`config.mk`:
```
export PLATFORM = sky130hd
export DESIGN_NAME = pss_peak_detector
export DESIGN_NICKNAME = d
export VERILOG_FILES = /design/src/rtl/pss_peak_detector.sv
export SDC_FILE = /design/constraint.sdc
export NUM_CORES = 2
export LEC_CHECK = 0
export ABC_AREA = 1
export BUFFER_PORTS_ARGS = -buffer_cell sky130_fd_sc_hd__buf_2
export CAP_MARGIN = 20
export CORE_UTILIZATION = 45
export DETAILED_ROUTE_END_ITERATION = 8
export MAX_ROUTING_LAYER = met4
export PLACE_DENSITY = 0.69
export SLEW_MARGIN = 20
export SYNTH_ARGS = -nofsm -noshare
export SYNTH_HDL_FRONTEND = slang
export SYNTH_SLANG_ARGS = --single-unit
```
`constraint.sdc`:
```
create_clock -name clk_i -period 3 [get_ports clk_i]
set_clock_uncertainty 0.2 [all_clocks]
set_input_delay 0.6 -clock clk_i [delete_from_list [all_inputs] [get_ports clk_i]]
set_output_delay 0.6 -clock clk_i [all_outputs]
set_load 0.005 [all_outputs]
```
`src/rtl/pss_peak_detector.sv`:
```
// PSS peak detector: adaptive noise-floor threshold from a moving average of
// non-peak samples, fixed-length maximum search, then holdoff.
module pss_peak_detector #(
  parameter int IN_DW           = 32,
  parameter int WINDOW_LEN      = 16,
  parameter int DETECTION_SHIFT = 3,
  parameter int SEARCH_LEN      = 8,
  parameter int HOLDOFF_LEN     = 64,
  parameter int CNT_DW          = 32
) (
  input  logic              clk_i,
  input  logic              reset_ni,
  input  logic [IN_DW-1:0]  s_axis_in_tdata,
  input  logic              s_axis_in_tvalid,
  output logic              peak_detected_o,
  output logic [IN_DW-1:0]  peak_value_o,
  output logic [CNT_DW-1:0] peak_index_o,
  output logic [IN_DW-1:0]  noise_floor_o,
  output logic [1:0]        state_o
);

  localparam int LOG2_W = $clog2(WINDOW_LEN);
  localparam int SUM_DW = IN_DW + LOG2_W;
  localparam int THR_DW = IN_DW + DETECTION_SHIFT;
  localparam int WC_DW  = $clog2(WINDOW_LEN + 1);
  localparam int SC_DW  = $clog2(SEARCH_LEN + 1);
  localparam int HC_DW  = (HOLDOFF_LEN > 0) ? $clog2(HOLDOFF_LEN + 1) : 1;

  localparam logic [WC_DW-1:0] WARM_LAST   = WC_DW'(WINDOW_LEN - 1);
  localparam logic [SC_DW-1:0] SEARCH_LAST = SC_DW'(SEARCH_LEN - 1);
  localparam logic [HC_DW-1:0] HOLD_LAST   = HC_DW'((HOLDOFF_LEN > 0) ? HOLDOFF_LEN - 1 : 0);

  localparam logic [1:0] ST_WARMUP  = 2'd0;
  localparam logic [1:0] ST_IDLE    = 2'd1;
  localparam logic [1:0] ST_SEARCH  = 2'd2;
  localparam logic [1:0] ST_HOLDOFF = 2'd3;

  logic [IN_DW-1:0]  hist_q [WINDOW_LEN];
  logic [IN_DW-1:0]  hist_d [WINDOW_LEN];
  logic [SUM_DW-1:0] sum_q, sum_d;
  logic [CNT_DW-1:0] sample_cnt_q, sample_cnt_d;
  logic [WC_DW-1:0]  warm_cnt_q, warm_cnt_d;
  logic [SC_DW-1:0]  search_cnt_q, search_cnt_d;
  logic [HC_DW-1:0]  hold_cnt_q, hold_cnt_d;
  logic [IN_DW-1:0]  max_q, max_d;
  logic [CNT_DW-1:0] max_idx_q, max_idx_d;
  logic [1:0]        state_q, state_d;
  logic              peak_detected_q, peak_detected_d;
  logic [IN_DW-1:0]  peak_value_q, peak_value_d;
  logic [CNT_DW-1:0] peak_index_q, peak_index_d;

  logic [IN_DW-1:0]  avg;
  logic [THR_DW-1:0] threshold;
  logic              push;
  logic              report;

  // The average comes from the registered sum, so the current sample never
  // contributes to its own threshold.
  assign avg       = IN_DW'(sum_q >> LOG2_W);
  assign threshold = THR_DW'(avg) << DETECTION_SHIFT;

  // NOTE: every signal written here gets a default first, so no path leaves
  // a value unassigned and no latch is inferred.
  always_comb begin
    hist_d          = hist_q;
    sum_d           = sum_q;
    sample_cnt_d    = sample_cnt_q;
    warm_cnt_d      = warm_cnt_q;
    search_cnt_d    = search_cnt_q;
    hold_cnt_d      = hold_cnt_q;
    max_d           = max_q;
    max_idx_d       = max_idx_q;
    state_d         = state_q;
    peak_detected_d = 1'b0;
    peak_value_d    = peak_value_q;
    peak_index_d    = peak_index_q;
    push            = 1'b0;
    report          = 1'b0;

    if (s_axis_in_tvalid) begin
      sample_cnt_d = sample_cnt_q + CNT_DW'(1);
      case (state_q)
        ST_WARMUP: begin
          push       = 1'b1;
          warm_cnt_d = warm_cnt_q + WC_DW'(1);
          if (warm_cnt_q == WARM_LAST) state_d = ST_IDLE;
        end
        ST_IDLE: begin
          if (THR_DW'(s_axis_in_tdata) > threshold) begin
            state_d      = ST_SEARCH;
            max_d        = s_axis_in_tdata;
            max_idx_d    = sample_cnt_q;
            search_cnt_d = SC_DW'(1);
            report       = (SEARCH_LEN == 1);
          end else begin
            push = 1'b1;
          end
        end
        ST_SEARCH: begin
          if (s_axis_in_tdata > max_q) begin
            max_d     = s_axis_in_tdata;
            max_idx_d = sample_cnt_q;
          end
          search_cnt_d = search_cnt_q + SC_DW'(1);
          report       = (search_cnt_q == SEARCH_LAST);
        end
        default: begin
          hold_cnt_d = hold_cnt_q + HC_DW'(1);
          if (hold_cnt_q == HOLD_LAST) state_d = ST_IDLE;
        end
      endcase
    end

    if (report) begin
      peak_detected_d = 1'b1;
      peak_value_d    = max_d;
      peak_index_d    = max_idx_d;
      hold_cnt_d      = '0;
      state_d         = (HOLDOFF_LEN == 0) ? ST_IDLE : ST_HOLDOFF;
    end

    if (push) begin
      hist_d[0] = s_axis_in_tdata;
      for (int i = 1; i < WINDOW_LEN; i++) hist_d[i] = hist_q[i-1];
      sum_d = sum_q + SUM_DW'(s_axis_in_tdata) - SUM_DW'(hist_q[WINDOW_LEN-1]);
    end
  end

  // NOTE: sequential state uses non-blocking assignments only, so every
  // register samples the pre-edge values of the others.
  always_ff @(posedge clk_i or negedge reset_ni) begin
    if (!reset_ni) begin
      // NOTE: the history is reset too; the running sum relies on the
      // evicted entries being zero throughout warm-up.
      for (int i = 0; i < WINDOW_LEN; i++) hist_q[i] <= '0;
      sum_q           <= '0;
      sample_cnt_q    <= '0;
      warm_cnt_q      <= '0;
      search_cnt_q    <= '0;
      hold_cnt_q      <= '0;
      max_q           <= '0;
      max_idx_q       <= '0;
      state_q         <= ST_WARMUP;
      peak_detected_q <= 1'b0;
      peak_value_q    <= '0;
      peak_index_q    <= '0;
    end else begin
      hist_q          <= hist_d;
      sum_q           <= sum_d;
      sample_cnt_q    <= sample_cnt_d;
      warm_cnt_q      <= warm_cnt_d;
      search_cnt_q    <= search_cnt_d;
      hold_cnt_q      <= hold_cnt_d;
      max_q           <= max_d;
      max_idx_q       <= max_idx_d;
      state_q         <= state_d;
      peak_detected_q <= peak_detected_d;
      peak_value_q    <= peak_value_d;
      peak_index_q    <= peak_index_d;
    end
  end

  assign peak_detected_o = peak_detected_q;
  assign peak_value_o    = peak_value_q;
  assign peak_index_o    = peak_index_q;
  assign noise_floor_o   = avg;
  assign state_o         = state_q;

endmodule

```
==> metrics <==
status completed; Yosys warning count 0; Worst Setup Slack, final around 120 ps; Yosys cell types 42; static leakage between 20 and 25 nW; drt first pass iters 5; DIE WIDTH around 270 um; Place WS -528 ps; clk buf depth 3; drc violations 0; Starting Density between 40 and 50%; Yosys top cell by area dfrtp_1; DR WL/cell around 15 um; worst-path fanout max 4; Post-synth ARST share 100%; # rows between 90 and 100; minimum clock period between 2000 and 3000 ps; vias about 25000; top-count cell post-synth nand2_1; Placed Area between 0.03 and 0.04 mm^2; Clk pin slew, worst setup/hold paths 70 ps; Syn Nets between 4000 and 5000; Post-synth EDFFs 0; nets@finish 4383; Fin. Hold Viols 0; io pins 134; GRT Resource Usage Total 21.8%; grt ovf 0; hpwl dp around 54 mm; cts bufs inserted 75; Internal approximately 30 mW; CTS tree done; Hold WS between 100 and 150 ps; Synth Register Bits roughly 730; R2R Setup Slk about 120 ps; Period Utilization, post-route approximately 96%; gr busiest metal met2; core area roughly 0.07 mm^2; CP Capture Type flop; post-route cell area about 0.040 mm^2; Reg power frac about 31%; Max-Cap Viols 0; Main synth FF type dfrtp_1; Switch Pwr 19.2 mW; initial antenna violation count 2; Arr. time, crit path around 3200 ps; setup violators final 0; Synth area leaders dfrtp_1, nand2_1, ha_1; number of global-route vias before repair between 20000 and 30000; post-synthesis sequential area ratio between 50% and 60%; worst skew pair latency between 600 and 700 ps; critical path type reg2reg; number of nets with antenna violations after routing 0; Setup TNS Final 0 ps; met2 Use GR a little over a third; Slew headroom 57.9%; Mean Syn Cell Area 8.52 um^2; fin. max-slew vios 0; final WL a little under 80 mm; DR vias/cell roughly 4.8; Worst Hold Class in2reg; GP Congestion about 0.9; initial drt markers between 1500 and 2000; combinational power share between 40% and 50%; Syn-to-layout area delta 22.1%; share of cells above drive strength 1 17.0%; Worst Tran Pin Value roughly 630 ps; first-pass GRT wire length roughly 130 mm; clock root cell clkbuf_16; die area around 0.074 mm^2; startpoint types flop; largest net degree at the start of global routing between 80 and 90; FMAX about 350 MHz; RSZ-0062 raised after global routing true; Synth top area share 55.5%; synthesized area roughly 0.033 mm^2; GR Util met1 between 20 and 30%; port bufs around 130; CP Data Required Time approximately 3300 ps; peak supply drop ~750 uV; clk sink count between 700 and 800; cells after synthesis 3851; Sw Share 39.3%; synth cell count leaders nand2_1, dfrtp_1, inv_1; power share of the clock group 19.5%; htree depth 3; Die Y approximately 270 um; power per cell area ~1200 mW/mm^2; GR Util met3 approximately 3.2%
-- per-stage QoR --
step / power, mW / util [%] / cells
after floorplan: 27.6 / - / 3851
after global placement: 36.0 / 50.7 / 5043
after detailed placement: 36.4 / 50.7 / 5043
after CTS: 46.5 / 54.4 / 5184
after global routing: 52.5 / 55.7 / 5215
final: 48.8 / 55.7 / 5217
-- placed cells by master (no fill, tap or decap), types with 4 or more instances in the layout --
cell	instances
ha_1	82
clkbuf_8	14
nor2_1	72
clkbuf_16	85
clkinv_2	9
nor3_1	10
ha_4	24
clkbuf_1	14
clkinvlp_4	8
buf_16	5
nor2_2	12
nand2_1	1912
buf_2	132
dfrtp_1	726
inv_2	21
a21o_1	8
xor2_1	36
nand2_2	18
nand3_1	108
nand4_1	12
buf_4	268
xnor2_1	27
inv_1	257
fa_1	31
buf_6	6
nor3_2	8
buf_12	44
o21ai_0	154
nand3_2	6
or2_2	4
bufinv_16	7
a21oi_1	55
a21oi_2	24
o21ai_1	14
-- final timing paths --
| path | startpoint | to | cells after the start |
|---|---|---|---|
| min in group asynchronous | reset_ni | hist_q[198]$_DFFE_PN0P_ | 2 |
| setup reg to reg | sum_q[6]$_DFFE_PN0P_ | sum_q[17]$_DFFE_PN0P_ | 14 |
| hold reg to reg | warm_cnt_q[3]$_DFFE_PN0P_ | warm_cnt_q[3]$_DFFE_PN0P_ | 1 |
| max in group asynchronous | reset_ni | hist_q[487]$_DFFE_PN0P_ | 3 |
| setup / recovery | sum_q[6]$_DFFE_PN0P_ | sum_q[17]$_DFFE_PN0P_ | 14 |
| hold / removal | s_axis_in_tdata[1] | max_q[1]$_DFF_PN0_ | 3 |
-- power by group through the flow --
stage	Combinational (mW)	Clock [mW]	Sequential, mW
global route	26.8	10.1	15.5
global placement	20.8	0	15.2
floorplan	13.0	0	14.6
finish	24.1	9.54	15.1
detailed placement	21.1	0	15.2
CTS	21.6	9.76	15.1
-- state kept, by name, indices dropped and copies added, names as in the netlist --
| name | cells |
|---|---|
| peak_index_o | 32 |
| warm_cnt_q | 5 |
| max_idx_q | 32 |
| hist_q | 512 |
| peak_value_o | 32 |
| search_cnt_q | 4 |
| state_o | 2 |
| sample_cnt_q | 32 |
| peak_detected_o | 1 |
| max_q | 32 |
| sum_q | 36 |
| hold_cnt_q | 7 |
-- cell type report --
class                      count  area [um^2]
antenna                        3         7.51
clock buffer                 104         2150
clock inverter                29          378
fill                        6360        31800
inverter                     279         1050
multi-input combinational   2658        13100
sequential                   727        18200
tap                          950         1190
timing repair buffer         467         4020
-- critical path, cell delays in order (launching register included) --
cell and delay, ps:
dfrtp_1 390, inv_2 80, fa_1 500, inv_1 60, ha_4 260, a21o_1 200, a21oi_2 220, nand2_1 90
nand2_1 60, nand2_1 60, a21oi_1 160, inv_1 70, or2_2 280, nand3_1 80, o21ai_0 70
-- cells by family after synthesis --
logic type	count (synthesis)	synth area share (%)
compound gates	275	4.42
fa+ha+maj	140	6.07
xor+xnor	63	1.68
buf+inv	466	6.59
flops	727	55.5
simple gates	2180	25.8
-- layer usage --
metal | vias to the layer above | routed length [um] | share of wire, %
met3 | 154 | 2510 | 3.2
met5 | - | 0 | 0
li1 | 12500 | - | -
met2 | 392 | 37700 | 48
met1 | 12200 | 35800 | 45
met4 | 0 | 2750 | 3.5
-- timing repair --
item,4_1_cts,5_1_grt
hold endpoints to repair,37,0
resized for setup,16,132
endpoints found under the setup margin,79,605
cloned,0,9
hold buffers,1,0
pin swaps,2,15
setup buffers,7,21
(Power assumes the default switching activity.)
